## config.mk

```make
export PLATFORM = sky130hd
export DESIGN_NAME = mult_div_unit_flat
export DESIGN_NICKNAME = d
export VERILOG_FILES = /design/src/rtl/mult_div_unit_if.sv /design/src/rtl/mult_div_unit.sv /design/src/flat_wrapper.sv
export SDC_FILE = /design/constraint.sdc
export NUM_CORES = 1
export LEC_CHECK = 0
export ABC_CLOCK_PERIOD_IN_PS = 8540
export BUFFER_PORTS_ARGS = -buffer_cell sky130_fd_sc_hd__buf_2
export CAP_MARGIN = 20
export CORE_AREA = 4 4 182 184
export CTS_CLUSTER_DIAMETER = 40
export DETAILED_ROUTE_END_ITERATION = 12
export DIE_AREA = 0 0 186 188
export GPL_TIMING_DRIVEN = 0
export PLACE_DENSITY = 0.68
export SYNTH_ARGS = -nofsm -noshare
export SYNTH_HDL_FRONTEND = slang
export SYNTH_SLANG_ARGS = --single-unit
```

## constraint.sdc

```tcl
create_clock -name clk -period 8.54 [get_ports clk]
set_input_delay 0.427 -clock clk [delete_from_list [all_inputs] [get_ports clk]]
set_output_delay 0.427 -clock clk [all_outputs]
set_load 0.01 [all_outputs]
```

## src/rtl/mult_div_unit_if.sv

```systemverilog
// rtl/mult_div_unit_if.sv - operand/result bundle for the iterative multiply/divide unit
interface mult_div_unit_if;
    logic        start;
    logic [1:0]  op;
    logic [31:0] A;
    logic [31:0] B;
    logic [31:0] HI;
    logic [31:0] LO;
    logic        busy;
    logic        done;
    logic        div_zero;

    modport master (
        output start, op, A, B,
        input  HI, LO, busy, done, div_zero
    );

    modport slave (
        input  start, op, A, B,
        output HI, LO, busy, done, div_zero
    );
endinterface

```

## src/rtl/mult_div_unit.sv

```systemverilog
// rtl/mult_div_unit.sv - iterative 32x32 multiply/divide; divider built only with MULT_DIV_UNIT_DIVIDE_EN
module mult_div_unit (
    input  logic           clk,
    input  logic           rst,
    mult_div_unit_if.slave bus
);
    typedef enum logic [1:0] {
        IDLE = 2'd0,
        CALC = 2'd1,
        FIX  = 2'd2,
        DONE = 2'd3
    } state_t;

    state_t      state;
    state_t      state_next;
    logic [4:0]  count;
    logic        op_ok;
    logic        accept;
    logic        in_signed;
    logic [31:0] a_mag;
    logic [31:0] b_mag;
    logic        neg_a;
    logic        neg_b;
    logic [31:0] mplier;
    logic [63:0] mcand;
    logic [63:0] acc;
    logic [63:0] prod_fix;

    // op[0]=0 selects the signed variants; operands are converted to magnitudes on entry
    assign in_signed = ~bus.op[0];
    assign a_mag     = (in_signed && bus.A[31]) ? (~bus.A + 32'd1) : bus.A;
    assign b_mag     = (in_signed && bus.B[31]) ? (~bus.B + 32'd1) : bus.B;

`ifdef MULT_DIV_UNIT_DIVIDE_EN
    assign op_ok = 1'b1;
`else
    assign op_ok = ~bus.op[1];
`endif

    assign accept   = bus.start && op_ok && ((state == IDLE) || (state == DONE));
    assign prod_fix = (neg_a ^ neg_b) ? (~acc + 64'd1) : acc;

    // state register
    always_ff @(posedge clk or posedge rst) begin
        if (rst) begin
            state <= IDLE;
        end else begin
            state <= state_next;
        end
    end

    // next-state and status outputs; busy covers CALC and FIX, done marks the result cycle
    always_comb begin
        state_next = state;
        bus.busy   = 1'b0;
        bus.done   = 1'b0;
        case (state)
            IDLE: begin
                if (accept) begin
                    state_next = CALC;
                end
            end
            CALC: begin
                bus.busy = 1'b1;
                if (count == 5'd31) begin
                    state_next = FIX;
                end
            end
            FIX: begin
                bus.busy   = 1'b1;
                state_next = DONE;
            end
            DONE: begin
                bus.done   = 1'b1;
                state_next = accept ? CALC : IDLE;
            end
            default: state_next = IDLE;
        endcase
    end

    // iteration counter; wraps 31->0 on the last CALC cycle
    always_ff @(posedge clk or posedge rst) begin
        if (rst) begin
            count <= 5'd0;
        end else if (accept) begin
            count <= 5'd0;
        end else if (state == CALC) begin
            count <= count + 5'd1;
        end
    end

    // shift-add multiplier on magnitudes; steps every CALC cycle regardless of op
    always_ff @(posedge clk or posedge rst) begin
        if (rst) begin
            neg_a  <= 1'b0;
            neg_b  <= 1'b0;
            mplier <= 32'd0;
            mcand  <= 64'd0;
            acc    <= 64'd0;
        end else if (accept) begin
            neg_a  <= in_signed & bus.A[31];
            neg_b  <= in_signed & bus.B[31];
            mplier <= a_mag;
            mcand  <= {32'd0, b_mag};
            acc    <= 64'd0;
        end else if (state == CALC) begin
            if (mplier[0]) begin
                acc <= acc + mcand;
            end
            mcand  <= {mcand[62:0], 1'b0};
            mplier <= {1'b0, mplier[31:1]};
        end
    end

`ifdef MULT_DIV_UNIT_DIVIDE_EN
    logic        op_div;
    logic [31:0] a_raw;
    logic [31:0] divisor;
    logic [31:0] quo;
    logic [31:0] rem;
    logic [32:0] rem_shift;
    logic [32:0] trial;
    logic        ge;
    logic [31:0] quo_fix;
    logic [31:0] rem_fix;

    // rem < divisor holds between steps, so trial[32] is a true borrow flag
    assign rem_shift = {rem, quo[31]};
    assign trial     = rem_shift - {1'b0, divisor};
    assign ge        = ~trial[32];
    assign quo_fix   = (neg_a ^ neg_b) ? (~quo + 32'd1) : quo;
    assign rem_fix   = neg_a ? (~rem + 32'd1) : rem;

    // restoring divider on magnitudes; dividend shifts out of quo as quotient bits shift in
    always_ff @(posedge clk or posedge rst) begin
        if (rst) begin
            op_div  <= 1'b0;
            a_raw   <= 32'd0;
            divisor <= 32'd0;
            quo     <= 32'd0;
            rem     <= 32'd0;
        end else if (accept) begin
            op_div  <= bus.op[1];
            a_raw   <= bus.A;
            divisor <= b_mag;
            quo     <= a_mag;
            rem     <= 32'd0;
        end else if (state == CALC) begin
            rem <= ge ? trial[31:0] : rem_shift[31:0];
            quo <= {quo[30:0], ge};
        end
    end
`endif

    // result registers: written once in FIX, held otherwise; div_zero drops on a new accept
    always_ff @(posedge clk or posedge rst) begin
        if (rst) begin
            bus.HI       <= 32'd0;
            bus.LO       <= 32'd0;
            bus.div_zero <= 1'b0;
        end else if (accept) begin
            bus.div_zero <= 1'b0;
        end else if (state == FIX) begin
`ifdef MULT_DIV_UNIT_DIVIDE_EN
            if (op_div) begin
                if (divisor == 32'd0) begin
                    bus.HI       <= a_raw;
                    bus.LO       <= 32'hFFFF_FFFF;
                    bus.div_zero <= 1'b1;
                end else begin
                    bus.HI <= rem_fix;
                    bus.LO <= quo_fix;
                end
            end else begin
                bus.HI <= prod_fix[63:32];
                bus.LO <= prod_fix[31:0];
            end
`else
            bus.HI <= prod_fix[63:32];
            bus.LO <= prod_fix[31:0];
`endif
        end
    end
endmodule

```

## src/flat_wrapper.sv

```systemverilog
// flat-port wrapper written by rule: the top's interface ports become plain ports
module mult_div_unit_flat 
  (clk, rst, bus_start, bus_op, bus_A, bus_B, bus_HI, bus_LO, bus_busy, bus_done, bus_div_zero);
  mult_div_unit_if bus_i ();
  input  logic clk;
  input  logic rst;
  input wire logic [$bits(bus_i.start)-1:0] bus_start;
  input wire logic [$bits(bus_i.op)-1:0] bus_op;
  input wire logic [$bits(bus_i.A)-1:0] bus_A;
  input wire logic [$bits(bus_i.B)-1:0] bus_B;
  output wire logic [$bits(bus_i.HI)-1:0] bus_HI;
  output wire logic [$bits(bus_i.LO)-1:0] bus_LO;
  output wire logic [$bits(bus_i.busy)-1:0] bus_busy;
  output wire logic [$bits(bus_i.done)-1:0] bus_done;
  output wire logic [$bits(bus_i.div_zero)-1:0] bus_div_zero;
  assign bus_i.start = bus_start;
  assign bus_i.op = bus_op;
  assign bus_i.A = bus_A;
  assign bus_i.B = bus_B;
  assign bus_HI = bus_i.HI;
  assign bus_LO = bus_i.LO;
  assign bus_busy = bus_i.busy;
  assign bus_done = bus_i.done;
  assign bus_div_zero = bus_i.div_zero;
  mult_div_unit u_core (.clk(clk), .rst(rst), .bus(bus_i));
endmodule
```

; ---- After elaboration in Yosys (flattened, before gate mapping)
; Index checks and enable logic that the tools add are counted.
[op_classes]
order_cmp = 0
n_mux = 18
n_shift = 0
n_mul = 0
addsub = 5
n_reduce_logical = 12
eq_ne = 6
bitwise = 9
div = 0
[op_table]
columns = operator, n
row1 = 64-bit two-way mux, 6
row2 = 32-bit two-way mux, 4
row3 = "32-bit by 1-bit adder with 32-bit output, second input constant", 2
row4 = "64-bit by 1-bit adder with 64-bit output, second input constant", 1
row5 = 64-bit adder, 1
row6 = 32-bit NOT, 2
row7 = 64-bit NOT, 1
row8 = 5-bit two-way mux, 2
row9 = 2-bit one-hot mux with 4 select lines, 1
row10 = 2-bit AND reduction, 3
row11 = "5-bit by 1-bit adder with 5-bit output, second input constant", 1
row12 = "5-bit equality test, second input constant", 1
row13 = "2-bit equality test, second input constant", 2
row14 = 1-bit logical AND, 4
row15 = 2-bit two-way mux, 2
row16 = "2-bit by 1-bit != test with 1-bit output, second input constant", 2
row17 = 2-bit nonzero test, 2
row18 = 1-bit two-way mux, 3
row19 = 1-bit NOT, 3
row20 = 1-bit AND, 2
row21 = "2-bit by 1-bit equality test with 1-bit output, second input constant", 1
row22 = 2-bit zero test, 1
row23 = 2-bit OR reduction, 1
row24 = 1-bit logical OR, 1
row25 = 1-bit XOR, 1
[totals]
word_cells = 59
ramBits = 0
register_bits = 233
latchBits = 0
mem_bits_ro = 0
output_inout_bits = 67
mem_count = 0

; ---- Longest topological paths before layout
; Gate-level depths: netlist (run 1).
[depth]
ltp_word = 5
ltp_mapped = 12
ltp_nobuf = 12

; ---- Least setup slack after synthesis (run 1)
; OpenSTA, ideal clock, no wires.
[synth_timing]
path_type = register to register
start = register u_core.acc[0]
end = register u_core.acc[60]
t_required_ns = 8.416
setup_slack_ns = 5.459
period_less_slack_ns = 3.081
stages_incl_launch_ff = 13
arrival_ns = 2.957
path_cell_list = dfrtp_1 -> ha_1 -> fa_1 -> a211oi_1 -> o21ai_1 -> a211oi_2 -> o41ai_2 -> a31oi_2 -> o21ai_1 -> a31o_2 -> a41oi_1 -> xor2_1 -> o21ai_1
[synth_via]
elab_chain_len = 4
[synth_lines]
columns = item, line
row1 = "start, declared", mult_div_unit.sv:26  ; logic [63:0] acc;
row2 = "start signal, assigned", mult_div_unit.sv:108  ; acc <= acc + mcand;
row3 = 64-bit adder, mult_div_unit.sv:108
row4 = 64-bit two-way mux, mult_div_unit.sv:107  ; if (mplier[0]) begin
row5 = 64-bit two-way mux, mult_div_unit.sv:106  ; end else if (state == CALC) begin
row6 = 64-bit two-way mux, mult_div_unit.sv:100  ; end else if (accept) begin
; Every way passes these cells. The select of a mux whose other input is x is not followed.
; A chain may end at the register's enable or synchronous reset.

; ---- Worst setup path after layout (run 1)
[layout_timing]
start = register u_core.acc[0]
end = register u_core.acc[62]
; The elaborated chain is that of the path after synthesis.

==> results of run 1 <==
==> per-layer routing <==
metal  part of all wire [%]  vias to the layer above  global-route usage (%)  wire, um
met2                     45                      421                    41.7     20700
met5                      0                        -                       0         0
met3                    6.3                       64                    3.65      2880
li1                       -                     6831                       -         -
met4                    1.8                        0                    5.27       821
met1                     47                     6696                    37.5     21300
==> report_power, final <==
part | switching, mW | total (mW) | internal (mW)
Combinational | 2.28 | 3.68 | 1.40
Clock | 0.539 | 1.48 | 0.940
Sequential | 0.507 | 2.10 | 1.60
Total | 3.32 | 7.26 | 3.94
==> state kept, by name, indices dropped and copies added, names as in the netlist <==
register	count
u_core.acc	64
u_core.mcand	64
u_core.bus.HI	32
u_core.bus.LO	32
u_core.mplier	32
u_core.count	5
u_core.state	2
u_core.neg_a	1
u_core.neg_b	1
==> worst max path at each step <==
stage	from	end	slack (ns)	cells after the start
final	u_core.acc[0]	u_core.acc[62]	4.58	12
after global routing	u_core.acc[0]	u_core.acc[62]	4.29	12
after CTS	u_core.acc[0]	u_core.acc[62]	4.60	12
after detailed placement	u_core.acc[0]	u_core.acc[62]	4.64	12
after global placement	rst	u_core.mplier[15]	-0.88	2
after floorplan	rst	u_core.acc[0]	1.72	1
==> cells in the mapped netlist (3+ instances only) <==
cell type / n
nor2_1: 204
nor3b_1: 3
o21bai_1: 18
and3_1: 11
nand3b_1: 4
clkbuf_1: 83
a31o_2: 3
nand3_1: 27
ha_1: 73
a21boi_0: 4
dfrtp_1: 233
xnor2_1: 91
mux2i_1: 97
o21ai_0: 140
buf_1: 10
nand4_1: 15
o21a_1: 9
o21ai_1: 18
nand2b_1: 5
xor2_1: 83
or3_1: 21
nor3_2: 3
a21o_1: 19
nand2_1: 224
o31ai_1: 18
a41oi_1: 3
and2_1: 8
and4_1: 3
nor4_1: 14
a211o_1: 3
o31ai_2: 3
a31oi_1: 11
nor3_1: 25
a211oi_1: 9
o41ai_1: 10
inv_1: 39
a21oi_1: 226
nor2b_1: 10
or4_1: 11
==> per-stage QoR <==
| step | instances | setup TNS, ns |
|---|---|---|
| floorplan | 1838 | 0 |
| global placement | 2374 | -196.48 |
| detailed placement | 2376 | 0 |
| CTS | 2437 | 0 |
| global route | 2437 | 0 |
| finish | 2437 | 0 |
==> kinds of logic after synthesis <==
group                    Yosys count
buffers and inverters            135
XOR/XNOR                         174
other                              1
AO/OA/AOI/OAI                    521
adder cells (fa/ha/maj)           74
AND/OR/NAND/NOR                  602
multiplexers                      98
flip-flops                       233
==> area by class of cell <==
class                           instances  area (um2)
Buffer                                 96         367
Inverter                               39         154
Multi-Input combinational cell       1470        9250
Sequential cell                       233        5830
Clock buffer                           42         932
Timing Repair Buffer                  136         706
Clock inverter                         19         265
Tap cell                              402         503
Fill cell                            2957       13400
==> worst max-delay path: stages (launching register included) <==
cell and delay [ns]:
dfrtp_1 0.44, ha_1 0.25, fa_1 0.42, a211oi_1 0.39, o21ai_1 0.17, a211oi_2 0.42
o21ai_1 0.29, a21oi_1 0.37, o21ai_1 0.24, o21ai_1 0.31, o21ai_0 0.16, and3_1 0.20
nor3_1 0.18
==> results.yml, run 1 <==
run_status:
  status: "complete, no violations"
floorplanning:
  fp.coreArea_um2: 31400
  start_util_pct: 49.7
  dieArea_um2: 35000
  io_pins: 136
  die_width_um: 186
  rows: 65
  die_y_um: 188
synth:
  synthFlopType: "dfrtp_1"
  synth_area_leader_cell: "dfrtp_1"
  seq_area_frac_synth_pct: 37.4
  synth_warnings: 0
  syn_nets: 1981
  synth-seq-cells: 233
  async_flop_share_pct: 100
  synth_cells: 1838
  yosys.area_share.simple_pct: 17.6
  syn_area_per_cell_um2: 8.48
  synth_edf_count: 0
  syn_area_um2: 15600
  synth_area_leaders: "dfrtp_1 (37%), a21oi_1 (7.3%), mux2i_1 (6.2%), ha_1 (5.9%), nand2_1 (5.4%)"
  synth-compound-area-share_pct: 19.6
  netlist.area_leader.share_pct: 37.4
  ys_types: 74
  synthAdderAreaFrac_pct: 5.99
  synth_top_family_by_area: "compound AO/OA/AOI/OAI gates"
  synthXorXnorAreaFrac_pct: 9.77
  muxShareOfSynthArea_pct: 6.30
route:
  ant_nets: 0
  drcViolationCount: 0
  vias: 14000
  wl_per_cell_um: 18.8
  finalWirelength_um: 45700
  routed_via_density: 5.75
  drt-initial-drc-count: 895
  first_pass_iters: 7
final_layout:
  layout-drive-gt1-share_pct: 11.3
  fin_util_pct: 57.4
  layout_commonest_cell: "dfrtp_1"
  design_area_um2: 18000
  area_delta_synth_final_pct: 15.5
  mostFrequentLayoutCells: "dfrtp_1 (233), a21oi_1 (226), nand2_1 (224)"
  finalNetCount: 2154
  antenna_cells: 0
flow_run:
  cap_violations: 0
worst_setup_path:
  timing.rr.end: "u_core.acc[62]"
  worstRegToRegCells: 12
  worstPathArrival_ns: 4.39
  crit_fanout: 6
  r2r_slack_ns: 4.58
  worstPathRequired_ns: 8.97
  setup.worst_path.class: "flip-flop to flip-flop"
  timing.rr.start: "u_core.acc[0]"
  worstSetupStartpointType: "flip-flop"
  end_kind: "flip-flop"
sta:
  hold_viol: 0
  setup_ws_ns: 4.58
  hold_ws_ns: 0.0826
  period_share_pct: 46.3
  finClkSkew_ns: 0.0269
  min_period_ns: 3.96
  rsz0062_at_grt: "false"
  final-setup-viol-count: 0
  report.final.slew_viol_count: 0
  slew_headroom_pct: 23.5
  tightestPinTransition_ns: 1.14
  max_freq_mhz: 253
cts:
  clk_pin_slew_ns: 0.06
  numCtsBuffers: 35
  post_cts_resized: 0
  cts_root_buffer: "clkbuf_16"
  clock_sinks: 233
  clock_path_buffers: 3
  cts_hold_buf: 0
  h-tree-depth: 2
  cts_tree: "done"
  postCtsSetupBuffers: 0
  insertion_delay_ns: 0.52
placement:
  port_buffers: 134
  place.detailed.hpwl_um: 34600
  placement.cell_area_um2: 16800
  post-place-ws_ns: 4.64
  place.gp.congestion: 0.942
power_and_ir_drop:
  total_power_mw: 7.26
  ir_drop_mv: 0.144
  powerDensity_nw_per_um2: 403
  leakagePower_nw: 7.92
global_route:
  grt-ovfl-total: 0
  first_global_vias: 13600
  antenna_found_initial: 0
  grt_pass1_wl_um: 73200
  grt_usage_pct: 25.9
  grt_max_degree: 121
min_path:
  hold_class: "primary input to asynchronous set/reset pin"
(Power assumes the default switching activity.)
==> run 2: changes to the inputs <==
- ABC_CLOCK_PERIOD_IN_PS: 8540 -> 3200
- PLACE_DENSITY: 0.68 -> 0.71
- clock period: 8.54 -> 3.2 ns (I/O delays scaled with it)
==> results.yml, run 2 (synthesis gave the netlist of run 1 again) <==
sta:
  max_freq_mhz: 311
  report.final.slew_viol_count: 0
  timing.setup.tns_ns: -0.0151
  setup_ws_ns: -0.0151
  rsz0062_at_grt: "true"
  period_share_pct: 100
  hold_viol: 0
  hold_ws_ns: 0.00722
  min_period_ns: 3.22
  final-setup-viol-count: 1
  slew_headroom_pct: 23.1
  finClkSkew_ns: 0.0146
  tightestPinTransition_ns: 1.15
cts:
  cts_root_buffer: "clkbuf_16"
  insertion_delay_ns: 0.51
  numCtsBuffers: 34
  clock_path_buffers: 3
  clock_sinks: 233
  h-tree-depth: 2
  cts_tree: "done"
  clk_pin_slew_ns: 0.06
worst_setup_path:
  worstPathArrival_ns: 3.59
  worstRegToRegCells: 10
  r2r_slack_ns: -0.02
  worstSetupStartpointType: "flip-flop"
  crit_fanout: 6
  setup.worst_path.class: "flip-flop to flip-flop"
  worstPathRequired_ns: 3.57
  end_kind: "flip-flop"
  timing.rr.end: "u_core.acc[63]"
  timing.rr.start: "u_core.acc[11]"
power_and_ir_drop:
  pwr-share-comb_pct: 53.7
  ir_drop_mv: 0.434
  leakagePower_nw: 8.38
  p_sw_mw: 9.44
  power.share.switching_pct: 46.0
  powerDensity_nw_per_um2: 1060
  p_int_mw: 11.1
  p_seq_share_pct: 27.6
  pwr-share-clk_pct: 18.7
global_route:
  grt_usage_pct: 26.4
  first_global_vias: 14100
  grt-ovfl-total: 0
  antenna_found_initial: 0
  grt_pass1_wl_um: 75100
  grt_max_degree: 45
floorplanning:
  fp.coreArea_um2: 31400
  dieArea_um2: 35000
  io_pins: 136
  die_width_um: 186
  rows: 65
  start_util_pct: 49.7
  die_y_um: 188
min_path:
  min_to: "u_core.mplier[15]"
  hold_class: "primary input to flip-flop"
  min_from: "bus_A[15]"
  whs_path_depth: 4
flow_run:
  cap_violations: 0
final_layout:
  antenna_cells: 0
  reg.largest.list: "u_core.acc (64), u_core.mcand (64)"
  area_delta_synth_final_pct: 24.1
  finalNetCount: 2226
  mostFrequentLayoutCells: "nand2_1 (222), dfrtp_1 (222), a21oi_1 (215)"
  layout-drive-gt1-share_pct: 16.9
route:
  vias: 14500
  ant_nets: 0
  drt-initial-drc-count: 1104
  first_pass_iters: 5
  finalWirelength_um: 46800
  drcViolationCount: 0
  routed_via_density: 5.78
  wl_per_cell_um: 18.7
run_status:
  status: "finished, violations left"
  violations: "setup timing"
placement:
  port_buffers: 134
  place.gp.congestion: 0.978
  place.detailed.hpwl_um: 34800
## run 2: cell count changes in the layout (fill, tap and decap cells not counted), moves of 9 or more
| cell | previous run | this run |
|---|---|---|
| ha_2 | 0 | 10 |
| clkbuf_1 | 87 | 75 |
| dfrtp_2 | 0 | 11 |
| dfrtp_1 | 233 | 222 |
| dlygate4sd3_1 | 0 | 41 |
| buf_4 | 2 | 39 |
| a21oi_2 | 0 | 9 |
| ha_1 | 73 | 53 |
| a21oi_1 | 226 | 215 |
| ha_4 | 0 | 10 |
## run 2: worst max-delay path by stage
stage                         from  slack (ns)                 to
finish              u_core.acc[11]       -0.02     u_core.acc[63]
global placement               rst       -1.37  u_core.mplier[17]
CTS                  u_core.acc[0]       -0.05     u_core.acc[60]
floorplan                      rst       -0.01      u_core.acc[0]
global route         u_core.acc[4]        -0.1     u_core.acc[63]
detailed placement   u_core.acc[0]       -0.67     u_core.acc[62]
## run 2: power groups by stage
stage / combinational [mW] / clock (mW) / sequential, mW
final: 11.0 / 3.84 / 5.66
after global routing: 12.1 / 4.01 / 5.83
after CTS: 10.2 / 3.89 / 5.58
after detailed placement: 9.77 / 0 / 5.58
after global placement: 9.57 / 0 / 5.54
after floorplan: 6.95 / 0 / 5.36
## run 2: metrics by stage
step	area (um2)	cells	setup slack [ns]	util (%)	total power [mW]
2_1_floorplan	15600	1838	-0.00992	-	12.3
3_3_place_gp	16800	2374	-1.37	53.4	15.1
3_5_place_dp	16900	2381	-0.671	53.8	15.4
4_1_cts	18800	2491	-0.0470	59.9	19.7
5_1_grt	19300	2510	-0.0997	61.6	22.0
6_report	19300	2510	-0.0151	61.6	20.5
## run 2: area by class of cell
| class | count | area [um2] |
|---|---|---|
| fillers | 2708 | 12000 |
| plain buffers | 86 | 337 |
| inverters | 39 | 150 |
| clock buffers | 39 | 890 |
| repair buffers | 219 | 1470 |
| clock inverters | 22 | 280 |
| well taps | 402 | 503 |
| flip-flops and latches | 233 | 5840 |
| multi-input cells | 1470 | 9870 |
## run 2: what timing repair did
item | in CTS | in global routing
endpoints found under the hold margin | 69 | 0
gates cloned | 0 | 0
pin swaps | 18 | 32
endpoints found under the setup margin | 107 | 28
buffers inserted | 9 | 28
hold buffers | 41 | 0
resized for setup | 49 | 74
## run 2: layer usage
metal / share of wire, % / routed length (um) / GRT usage, % / vias to the layer above
met5: 0 / 0 / 0 / -
li1: - / - / - / 6996
met1: 44 / 20800 / 37.4 / 6929
met4: 2.9 / 1380 / 7.51 / 0
met2: 45 / 21100 / 41.2 / 494
met3: 7.6 / 3560 / 5.35 / 87
## run 2: worst max-delay path, cell delays in order, from the launching register on
cell and delay (ns):
dfrtp_2 0.49, ha_4 0.33, nand2_2 0.05, or3_4 0.40, o311ai_4 0.32, nand4_1 0.23, a211o_1 0.41, a2111oi_4 0.39
mux2i_1 0.27, o21a_1 0.15, nor3_2 0.04
==> run 3: changes to the inputs <==
- ABC_AREA: not set -> 1
- CORE_AREA: 4 4 182 184 -> 2 2 200 202
- DIE_AREA: 0 0 186 188 -> 0 0 202 204
- PLACE_DENSITY: 0.71 -> 0.7
==> results.yml, run 3 <==
synth:
  synth_top_family_by_area: "simple AND/OR/NAND/NOR gates"
  syn_nets: 3337
  synth_warnings: 0
  synthAdderAreaFrac_pct: 4.82
  synthTopCellsByCount: "nand2_1 (1137), inv_1 (527), nor2_1 (324)"
  synth_cells: 3194
  synthFlopType: "dfrtp_1"
  synth_most_common_cell: "nand2_1"
  syn_area_per_cell_um2: 6.07
  synth_area_leader_cell: "dfrtp_1"
  synthXorXnorAreaFrac_pct: 2.94
  async_flop_share_pct: 100
  synth-compound-area-share_pct: 10.7
  synth-seq-cells: 233
  synth_edf_count: 0
  seq_area_frac_synth_pct: 30.1
  netlist.area_leader.share_pct: 30.1
  syn_area_um2: 19400
  yosys.area_share.simple_pct: 39.3
  synth_area_leaders: "dfrtp_1 (30%), nand2_1 (22%), inv_1 (10%), nand3_1 (6.6%), nor2_1 (6.3%)"
  muxShareOfSynthArea_pct: 0
  ys_types: 51
worst_setup_path:
  worstRegToRegCells: 10
  worstPathRequired_ns: 3.64
  timing.rr.end: "u_core.mcand[28]"
  end_kind: "flip-flop"
  timing.rr.start: "u_core.state[0]"
  crit_top_cell: "nand2_1"
  cp-startpoint: "u_core.state[0]"
  setup.worst_path.class: "flip-flop to flip-flop"
  crit_end: "u_core.mcand[28]"
  worstPathCellList: "inv_1 > ha_1 > nor2_1 > nand2_1 > inv_2 > buf_2 > buf_1 > nand3_1 > nand2_1 > o21ai_0"
  crit_fanout: 19
  worstPathArrival_ns: 3.28
  cpPeakStageDelay_ns: 0.61
  worstSetupStartpointType: "flip-flop"
  r2r_slack_ns: 0.36
  cp_slowest_cell: "buf_1"
cts:
  clock_path_buffers: 3
  clk_pin_slew_ns: 0.06
  numCtsBuffers: 44
  postCtsSetupBuffers: 0
  cts_tree: "done"
  cts_root_buffer: "clkbuf_16"
  clock_sinks: 233
  insertion_delay_ns: 0.58
  h-tree-depth: 2
global_route:
  grt_max_degree: 46
  grt_usage_pct: 35.4
  grt_pass1_wl_um: 112000
  antenna_found_initial: 4
  first_global_vias: 19900
  grt-ovfl-total: 0
sta:
  setup_ws_ns: 0.356
  max_freq_mhz: 352
  final-setup-viol-count: 0
  tightestPinTransition_ns: 0.938
  hold_ws_ns: 0.0186
  period_share_pct: 88.9
  min_period_ns: 2.84
  hold_viol: 0
  rsz0062_at_grt: "false"
  finClkSkew_ns: 0.0208
  slew_headroom_pct: 37.3
  report.final.slew_viol_count: 0
final_layout:
  seq_area_um2: 5830
  multi_input_area_um2: 11200
  finalNetCount: 3553
  fin_util_pct: 57.8
  layout-drive-gt1-share_pct: 8.66
  reg.largest.list: "u_core.acc (64), u_core.mcand (64)"
  layout_commonest_cell: "nand2_1"
  mostFrequentLayoutCells: "nand2_1 (1137), inv_1 (526), nor2_1 (324)"
  design_area_um2: 22700
  fill_cells: 3955
  area_delta_synth_final_pct: 17.0
min_path:
  hold_class: "primary input to flip-flop"
route:
  first_pass_iters: 5
  drt-initial-drc-count: 1557
  routed_via_density: 5.30
  drcViolationCount: 0
  finalWirelength_um: 72200
  vias: 21000
  wl_per_cell_um: 18.2
  ant_nets: 0
floorplanning:
  io_pins: 136
  die_y_um: 204
  rows: 73
  start_util_pct: 49.4
  die_width_um: 202
  dieArea_um2: 41200
  fp.coreArea_um2: 39200
power_and_ir_drop:
  p_int_mw: 10.5
  power.share.switching_pct: 49.8
  ir_drop_mv: 0.528
  p_seq_share_pct: 24.3
  leakagePower_nw: 12.8
  pwr-share-comb_pct: 52.3
  pwr-share-clk_pct: 23.3
  total_power_mw: 20.8
  p_sw_mw: 10.4
  powerDensity_nw_per_um2: 919
placement:
  placement.cell_area_um2: 20800
  port_buffers: 134
  place.detailed.hpwl_um: 58900
  post-place-ws_ns: 0.487
  place.gp.congestion: 0.995
run_status:
  status: "complete, no violations"
flow_run:
  cap_violations: 0
-- run 3: cell count changes in the layout (fill, tap and decap cells not counted), sizes merged, moves of 22 or more --
cell    previous run  this run
nand2            225      1147
inv               45       547
nand3             29       259
nor2             206       346
a21oi            226        94
mux2i             97         0
xnor2             91        10
a21boi             4        39
o21ai            158       186
xor2              83        55
buf              191       169
or3               22         0
-- run 3: power groups by stage --
stage,sequential [mW],combinational (mW),clock [mW]
after floorplan,4.87,7.25,0
after global placement,5.01,10.5,0
after detailed placement,5.06,10.7,0
after CTS,5.02,10.8,4.89
after global routing,5.17,12.2,5.03
final,5.06,10.9,4.86
-- run 3: stage by stage --
| step | cells | TNS, ns |
|---|---|---|
| after global placement | 3853 | -324.23 |
| after CTS | 3969 | 0 |
| after detailed placement | 3858 | 0 |
| after global routing | 3969 | 0 |
| final | 3971 | 0 |
| after floorplan | 3194 | -2.31 |
-- run 3: logic make-up after synthesis --
kind of cell	after synthesis
and+or+nand+nor	1835
buffers and inverters	618
AOI/OAI and AO/OA	368
DFF	233
adders and majority gates	74
xor gates and xnor gates	65
other	1
-- run 3: worst max-delay path, delay by kind of cell (launching register included) --
| kind | cells | cell delay [ns] |
|---|---|---|
| fa+ha+maj | 1 | 0.34 |
| buf+inv | 4 | 1.25 |
| simple gates | 4 | 0.62 |
| compound gates | 1 | 0.08 |
| flops | 1 | 0.39 |
-- run 3: area by class of cell --
type | count | share of cell area [%]
multi-input cells | 2343 | 49.4
flip-flops and latches | 233 | 25.7
inverters | 537 | 8.91
clock buffers | 49 | 5.12
repair buffers | 171 | 4.82
well taps | 525 | 2.90
clock inverters | 30 | 1.63
plain buffers | 80 | 1.45
diodes | 3 | 0.0331
-- run 3: worst min-delay path by stage --
stage                     start                end  slack, ns  cells past startpoint
2_1_floorplan         bus_B[31]   u_core.mcand[31]       0.29                      2
3_3_place_gp   u_core.bus.HI[2]   u_core.bus.HI[2]       0.46                      2
3_5_place_dp                rst   u_core.bus.LO[2]       0.39                      2
4_1_cts               bus_B[29]   u_core.mcand[29]     0.0007                      5
5_1_grt               bus_A[26]  u_core.mplier[26]       0.03                      4
6_report              bus_B[29]   u_core.mcand[29]       0.02                      5
-- run 3: timing repair --
| action | CTS | global route |
|---|---|---|
| hold buffers | 32 | 0 |
| endpoints found under the setup margin | 0 | 1 |
| hold endpoints to repair | 65 | 0 |
| resized for setup | 0 | 0 |
-- run 3: layer usage --
| layer | track usage [%] | up-vias | wire (um) |
|---|---|---|---|
| met5 | 0 | - | 16 |
| met4 | 14.2 | 2 | 3000 |
| li1 | - | 10400 | - |
| met1 | 46.2 | 9683 | 31600 |
| met2 | 59.1 | 767 | 32700 |
| met3 | 5.20 | 156 | 4890 |
